### src/rtl/expu_res_collector.sv
// ---------------------------------------------------------------------------
// expu_res_collector
//
// Collects results from a fixed-latency expu_top pipeline (enable tied high)
// into a first-word-fall-through FIFO. A tag shift register follows each
// issued operand through the pipeline, so the matching result is captured on
// the exact edge it appears. Operands are admitted only when the FIFO has
// room for every result already in flight. This means a capture can never
// overflow the FIFO, and results leave in the same order they were issued.
//
// Optional feature:
//   EXPU_COLLECTOR_SPECIAL_FLAG_EN - when defined, special_o is a sticky flag.
//   It is set by any captured result whose exponent field is all ones.
//   When undefined, special_o is constant 0 and no flag register is built.
//
// Parameters:
//   WIDTH   - result width (sign + 8-bit exponent + mantissa)
//   LATENCY - expu_top cycles from operand to result, 1..8
//   DEPTH   - FIFO entries, power of two, >= 2
//
// Ports:
//   clk_i       in   clock, all state updates on the rising edge
//   rst_ni      in   asynchronous active-low reset
//   clear_i     in   synchronous flush of buffered and in-flight results
//   in_valid_i  in   upstream offers an operand to expu_top this cycle
//   in_ready_o  out  an operand may be issued this cycle
//   expu_res_i  in   expu_top res_o
//   out_valid_o out  out_data_o holds a result
//   out_ready_i in   downstream accepts the result
//   out_data_o  out  oldest buffered result
//   count_o     out  results popped since reset/clear, wraps at 2^32
//   special_o   out  sticky all-ones-exponent flag (optional)
// ---------------------------------------------------------------------------
module expu_res_collector #(
  parameter int WIDTH   = 16,
  parameter int LATENCY = 2,
  parameter int DEPTH   = 8
) (
  input  logic             clk_i,
  input  logic             rst_ni,
  input  logic             clear_i,
  input  logic             in_valid_i,
  output logic             in_ready_o,
  input  logic [WIDTH-1:0] expu_res_i,
  output logic             out_valid_o,
  input  logic             out_ready_i,
  output logic [WIDTH-1:0] out_data_o,
  output logic [31:0]      count_o,
  output logic             special_o
);

  localparam int AW = $clog2(DEPTH);
  localparam int CW = AW + 1;
  // This width is enough to hold fifo_count plus one tag for every pipeline stage.
  localparam int SW = $clog2(DEPTH + LATENCY) + 1;

  logic [LATENCY-1:0] tag_q;
  logic [LATENCY-1:0] tag_d;
  logic [AW-1:0]      wr_ptr;
  logic [AW-1:0]      rd_ptr;
  logic [CW-1:0]      fifo_count;
  logic [WIDTH-1:0]   mem [DEPTH];
  logic [SW-1:0]      occupancy;
  logic               issue;
  logic               capture;
  logic               pop;

  // Slots already committed: buffered entries plus results still in the
  // pipeline. Admitting only below DEPTH is what keeps captures from
  // overflowing. Gating with rst_ni keeps ready low during reset.
  always_comb begin
    occupancy = SW'(fifo_count);
    for (int i = 0; i < LATENCY; i++) begin
      occupancy = occupancy + SW'(tag_q[i]);
    end
  end

  assign in_ready_o  = rst_ni && !clear_i && (occupancy < SW'(DEPTH));
  assign issue       = in_valid_i && in_ready_o;
  assign capture     = tag_q[LATENCY-1];
  assign out_valid_o = (fifo_count != '0);
  assign pop         = out_valid_o && out_ready_i;
  assign out_data_o  = mem[rd_ptr];

  // Next tag vector. The issue bit enters at stage 0, and the last stage
  // marks the edge where expu_res_i holds the matching result.
  always_comb begin
    tag_d    = '0;
    tag_d[0] = issue;
    for (int i = 1; i < LATENCY; i++) begin
      tag_d[i] = tag_q[i-1];
    end
  end

  // Control state. A clear wins over issue, capture and pop, so in-flight
  // tags are dropped and their results are never written.
  always_ff @(posedge clk_i or negedge rst_ni) begin
    if (!rst_ni) begin
      tag_q      <= '0;
      wr_ptr     <= '0;
      rd_ptr     <= '0;
      fifo_count <= '0;
      count_o    <= '0;
    end else if (clear_i) begin
      tag_q      <= '0;
      wr_ptr     <= '0;
      rd_ptr     <= '0;
      fifo_count <= '0;
      count_o    <= '0;
    end else begin
      tag_q <= tag_d;
      if (capture) begin
        wr_ptr <= wr_ptr + AW'(1);
      end
      if (pop) begin
        rd_ptr  <= rd_ptr + AW'(1);
        count_o <= count_o + 32'd1;
      end
      case ({capture, pop})
        2'b10:   fifo_count <= fifo_count + CW'(1);
        2'b01:   fifo_count <= fifo_count - CW'(1);
        default: fifo_count <= fifo_count;
      endcase
    end
  end

  // Storage is not reset. A capture into an empty FIFO is seen only through
  // mem on the following cycle; there is no same-cycle bypass.
  always_ff @(posedge clk_i) begin
    if (capture && !clear_i) begin
      mem[wr_ptr] <= expu_res_i;
    end
  end

`ifdef EXPU_COLLECTOR_SPECIAL_FLAG_EN
  logic special_q;

  // Sticky flag. Once any captured result has exponent 0xFF, the flag holds
  // until reset or clear.
  always_ff @(posedge clk_i or negedge rst_ni) begin
    if (!rst_ni) begin
      special_q <= 1'b0;
    end else if (clear_i) begin
      special_q <= 1'b0;
    end else if (capture && (expu_res_i[WIDTH-2 -: 8] == 8'hFF)) begin
      special_q <= 1'b1;
    end
  end

  assign special_o = special_q;
`else
  assign special_o = 1'b0;
`endif

endmodule

### config.mk
export PLATFORM = sky130hd
export DESIGN_NAME = expu_res_collector
export DESIGN_NICKNAME = d
export VERILOG_FILES = /design/src/rtl/expu_res_collector.sv
export SDC_FILE = /design/constraint.sdc
export NUM_CORES = 1
export LEC_CHECK = 0
export CAP_MARGIN = 10
export CORE_ASPECT_RATIO = 0.9
export CORE_MARGIN = 5
export CORE_UTILIZATION = 25
export DETAILED_ROUTE_END_ITERATION = 8
export HOLD_SLACK_MARGIN = 0.12
export REMOVE_ABC_BUFFERS = 1
export SLEW_MARGIN = 25
export SYNTH_ARGS = -nofsm -noshare
export SYNTH_HDL_FRONTEND = slang
export SYNTH_SLANG_ARGS = --single-unit
### constraint.sdc
create_clock -name clk_i -period 5.4 [get_ports clk_i]
set_clock_uncertainty 0.2 [all_clocks]
set_input_delay 1.62 -clock clk_i [delete_from_list [all_inputs] [get_ports clk_i]]
set_output_delay 1.62 -clock clk_i [all_outputs]
set_load 0.02 [all_outputs]
# --- Word level (Yosys, flattened, before mapping) ---
# Memories as Yosys holds them, arrays and structs flattened.
# Cells that the tools add are included.
totals:
  register_bits: 44
  latchBits: 0
  ramBits: 128
  mem_bits_ro: 0
  in_bits: 21
  out_inout_bits: 51
  word_cells: 37
  memories: 1
mem_list:
  columns: ["memory", "depth", "width", "read_ports", "rd_ports_with_merged_regs", "wr", "line", "rtl"]
  rows:
  - ["mem", 8, 16, 1, 0, 1, "62", "logic [WIDTH-1:0] mem [DEPTH];"]
op_classes:
  addsub: 7
  n_mul: 0
  div: 0
  n_lt_le_gt_ge: 1
  eq_ne: 2
  shift: 0
  muxes: 11
  bitwise: 0
  n_reduce_logical: 10
ops:
  columns: ["op", "n"]
  rows:
  - ["2-to-1 mux 32 bit", 2]
  - ["adder 32 x 1 -> 32 bit (second input constant)", 1]
  - ["2-to-1 mux 3 bit", 4]
  - ["case mux 4 bit (2 select lines)", 1]
  - ["adder 3 x 1 -> 3 bit (second input constant)", 2]
  - ["adder 4 x 1 -> 5 bit", 1]
  - ["adder 5 x 1 -> 5 bit", 1]
  - ["logical AND 1 bit", 5]
  - ["< comparator 5 x 4 -> 1 bit (second input constant)", 1]
  - ["adder 4 x 1 -> 4 bit (second input constant)", 1]
  - ["2-to-1 mux 4 bit", 1]
  - ["nonzero test 2 bit", 2]
  - ["nonzero test 4 bit", 1]
  - ["subtractor 4 x 1 -> 4 bit (second input constant)", 1]
  - ["nonzero test 3 bit", 1]
  - ["equality test 2 x 1 -> 1 bit (second input constant)", 1]
  - ["equality test 2 bit (second input constant)", 1]
  - ["2-to-1 mux 1 bit", 2]
  - ["2-to-1 mux 2 bit", 1]
  - ["logical NOT 1 bit", 1]

# --- Longest topological paths before layout ---
depth:
  depth_word: 6
  depth_mapped: 8
  mapped_depth_nobuf: 7

# --- Worst setup path before layout ---
# OpenSTA, ideal clock, no wires.
synth_path:
  path_kind: "input-to-reg"
  start: "in clear_i"
  end: "mem mem[0][0] (enable)"
  setup_time_ps: 430
  t_arrival_ps: 3674
  required_ps: 4770
  slack_ps: 1096
  stages: 3
  path_buffers: 2
  path_cell_list: "clkbuf_1 clkbuf_1 nor4_1"
synth_between:
  elab_chain_cells: 4
synth_lines:
  columns: ["item", "line", "rtl"]
  rows:
  - ["from (decl)", "41", "input logic clear_i,"]
  - ["logical NOT 1 bit", "130", "if (capture && !clear_i) begin"]
  - ["logical AND 1 bit", "130", null]
  - ["2-to-1 mux 1 bit", "130", null]
  - ["2-to-1 mux 1 bit (not written as such)", "131", "mem[wr_ptr] <= expu_res_i;"]
  - ["to (decl)", "62", null]
# Every way passes these cells.

# --- Worst setup path in the final report ---
layout_path:
  start: "in clear_i"
  end: "out in_ready_o"
layout_between:
  elab_chain_cells: 3
layout_lines:
  columns: ["item", "line", "rtl"]
  rows:
  - ["logical NOT 1 bit", "78", "assign in_ready_o = rst_ni && !clear_i && (occupancy < SW'(DEPTH));"]
  - ["logical AND 1 bit (2 in series)", "78", null]
  - ["to (decl)", "43", "output logic in_ready_o,"]
# Every way passes these cells.

==> flow_metrics.env <==
export IMPL_start_kind="input pin"
export IMPL_cp_data_arrival_time_ps=2890
export IMPL_r2r_start="fifo_count[0]$_DFFE_PN0P_"
export IMPL_place_area_sq_um=8471
export IMPL_wirelength_microns=15380
export IMPL_drt_iter0_markers=206
export IMPL_r2r_cells=7
export IMPL_leakagePower_nw=2.960
export IMPL_ios=72
export IMPL_relSlewSlack=0.3865
export IMPL_vias=4120
export IMPL_clockBufferDepth=2
export IMPL_place_congestion=0.7196
export IMPL_maxCapViolCount=0
export IMPL_ys_warn_count=0
export IMPL_fmax_mhz=212.3
export IMPL_port_buffers=70
export IMPL_r2r_slack_ps=2230
export IMPL_status="complete, no violations"
export IMPL_cts_resized=0
export IMPL_max_stage_delay_ps=660
export IMPL_rows=59
export IMPL_ir_worst_vdd_mv=0.2554
export IMPL_dp_final_hpwl_microns=9771
export IMPL_synth_flop_cell="edfxtp_1"
export IMPL_core_sq_um=28860
export IMPL_drtPass1Iterations=4
export IMPL_synth_seq_cells=172
export IMPL_synth_cell_types=44
export IMPL_synth_top_area_cell="edfxtp_1"
export IMPL_setup_viol=0
export IMPL_ctsHtreeMaxLevel=4
export IMPL_die_area_sq_um=32680
export IMPL_area_growth_pct=24.17
export IMPL_fin_tns_setup_ps=0
export IMPL_slew_viol_final=0
export IMPL_path_class="input pin to output pin"
export IMPL_cts_hold_buf=0
export IMPL_synth_enable_flop_cells=128
export IMPL_fin_area_sq_um=9051
export IMPL_syn_instance_count=459
export IMPL_antenna_found_initial=0
export IMPL_fin_crit_sh=0.8723
export IMPL_cts_tree="built"
export IMPL_hold_depth=1
export IMPL_fp_dieH_microns=172.0
export IMPL_end_kind="output pin"
export IMPL_cts_buffers=17
export IMPL_route_detailed_drc=0
export IMPL_hold_viol_final=0
export IMPL_grt_ovfl_total=0
export IMPL_drive_above_1_share=0.1941
export IMPL_start_util=0.2525
export IMPL_avgSynthCellArea_sq_um=15.88
export IMPL_whs_endpoint="tag_q[1]$_DFF_PN0_"
export IMPL_synthArstFlopShare=0.2558
export IMPL_cts_sinks=172
export IMPL_crit_fanout=2
export IMPL_vias_per_cell=4.374
export IMPL_clk_pin_slew_worst_paths_ps=70
export IMPL_syn_area_sq_um=7289
export IMPL_reg2reg_to="fifo_count[3]$_DFFE_PN0P_"
export IMPL_min_period_ps=4710
export IMPL_min_delay_start="tag_q[0]$_DFF_PN0_"
export IMPL_hp_class="register to register"
export IMPL_ant_nets=0
export IMPL_cpMaxStageDelayCell="clkdlybuf4s50_1"
export IMPL_drt_wirelength_per_cell_microns=16.33
export IMPL_synth_top_area_share=0.5273
export IMPL_tightestPinTransition_ps=920.3
export IMPL_first_global_vias=4275
export IMPL_synth_area_top_cells="edfxtp_1 53%, dfrtp_1 15%, mux4_2 9.9%, mux2_2 3.2%, nor2_1 1.6%"
export IMPL_fin_nets=560
export IMPL_antenna_cells=0
export IMPL_seq_area_frac_synth=0.6783
export IMPL_worstPathRequired_ps=3580
export IMPL_die_w_microns=190.0
export IMPL_postCtsSetupBuffers=0
export IMPL_grt_usage=0.09746
export IMPL_clockRootBuffer="clkbuf_16"
export IMPL_rsz0062_at_grt="no"
export IMPL_clk_latency_ps=420
export IMPL_grt_pass1_wl_microns=24580
export IMPL_cp_cell_sequence="buf_2 -> nor2_1 -> nand2_1 -> a31oi_1 -> clkdlybuf4s50_1"
export IMPL_p_per_area_nw_per_um2=366.2
export IMPL_grt_max_degree=54
==> logic make-up (layout without fill, tap and decap cells) <==
| family | Yosys count | after routing | share of synthesized area |
|---|---|---|---|
| flops | 172 | 172 | 0.6783 |
| simple gates | 130 | 130 | 0.09732 |
| mux | 54 | 54 | 0.1327 |
| compound gates | 48 | 48 | 0.04240 |
| buf+inv | 32 | 119 | 0.01922 |
| xor+xnor | 16 | 16 | 0.01922 |
| fa+ha+maj | 6 | 6 | 0.01030 |
| other cells | 1 | 1 | 0.0005144 |
==> through the flow <==
stage | std cells | util | power, mW | hold slack [ps] | setup slack, ps
after global routing | 942 | 0.3136 | 3.466 | 357.9 | 566.5
after global placement | 910 | 0.2935 | 2.146 | 280.1 | 597.0
after detailed placement | 910 | 0.2935 | 2.151 | 286.5 | 612.0
after floorplan | 432 | - | 1.911 | 264.7 | 1193
final | 942 | 0.3136 | 3.314 | 309.2 | 689.7
after CTS | 942 | 0.3136 | 3.366 | 312.8 | 610.7
==> routing by layer <==
layer	vias to the layer above	share of wire	track usage
met2	91	0.47	0.1546
met3	14	0.055	0.02967
met1	2060	0.46	0.1322
met5	-	0	0
li1	1955	-	-
met4	0	0.0086	0.02358
==> how the worst max path moves through the flow <==
| stage | start | to | slack (ps) | depth (start not counted) |
|---|---|---|---|---|
| 2_1_floorplan | rd_ptr[0]$_DFFE_PN0P_ | out_data_o[0] | 1190 | 2 |
| 3_3_place_gp | clear_i | in_ready_o | 600 | 5 |
| 3_5_place_dp | clear_i | in_ready_o | 610 | 5 |
| 4_1_cts | clear_i | in_ready_o | 610 | 5 |
| 5_1_grt | clear_i | in_ready_o | 570 | 5 |
| 6_report | clear_i | in_ready_o | 690 | 5 |
==> worst max-delay path, delay by kind of cell <==
kind	cells	cell delay (ps)
AO/OA/AOI/OAI	1	250
AND/OR/NAND/NOR	2	250
buffers and inverters	2	770
==> power by group <==
part	switching [mW]	total, mW	internal (mW)	leakage, nW
sequential	0.0463	1.49	1.44	1.76
combinational	0.293	0.616	0.324	0.907
clock	0.553	1.21	0.655	0.293
total	0.892	3.31	2.42	2.96
==> state kept, by name, summed over array words and instances, names as in the netlist <==
signal / cells
fifo_count: 4
wr_ptr: 3
mem: 128
rd_ptr: 3
tag_q: 2
count_o: 32
==> cell type report <==
class,instances,area (sq um)
flip-flops and latches,172,4946
clock buffers,17,425.4
fillers,2833,19810
well taps,396,495.5
multi-input cells,255,2217
repair buffers,82,793.3
inverters,5,18.77
clock inverters,15,155.1
==> placed cells by master, fill, tap and decap left out, drive strengths merged, types with 2 or more instances in the layout <==
| cell type | n |
|---|---|
| dfrtp | 44 |
| xor2 | 6 |
| buf | 14 |
| edfxtp | 128 |
| clkinv | 6 |
| xnor2 | 10 |
| and3 | 2 |
| nor2 | 31 |
| clkdlybuf4s50 | 68 |
| o21ai | 6 |
| nand4b | 2 |
| nor3 | 3 |
| nand2 | 26 |
| and2 | 6 |
| inv | 13 |
| a21oi | 21 |
| o31ai | 12 |
| or3 | 6 |
| nor2b | 5 |
| mux4 | 32 |
| and4 | 4 |
| nor4 | 9 |
| a31oi | 2 |
| ha | 6 |
| clkbuf | 17 |
| mux2 | 21 |
| nand4 | 9 |
| nand3 | 9 |
| or4 | 14 |
==> cells in the mapped netlist (2+ instances only) <==
cell type,count
edfxtp_1,128
dfrtp_1,44
mux4_2,32
nor2_1,31
nand2_1,26
a21oi_1,21
mux2_2,21
clkbuf_1,16
or4_1,14
o31ai_1,12
xnor2_1,10
nand3_1,9
nor4_1,9
nand4_1,8
buf_2,7
and2_1,6
ha_1,6
o21ai_0,6
or3_1,6
xor2_1,6
inv_1,5
nor2b_1,5
and4_1,4
nor3_1,3
a31oi_1,2
and3_1,2
buf_1,2
nand4b_1,2
Power figures use the tool's default switching activity.
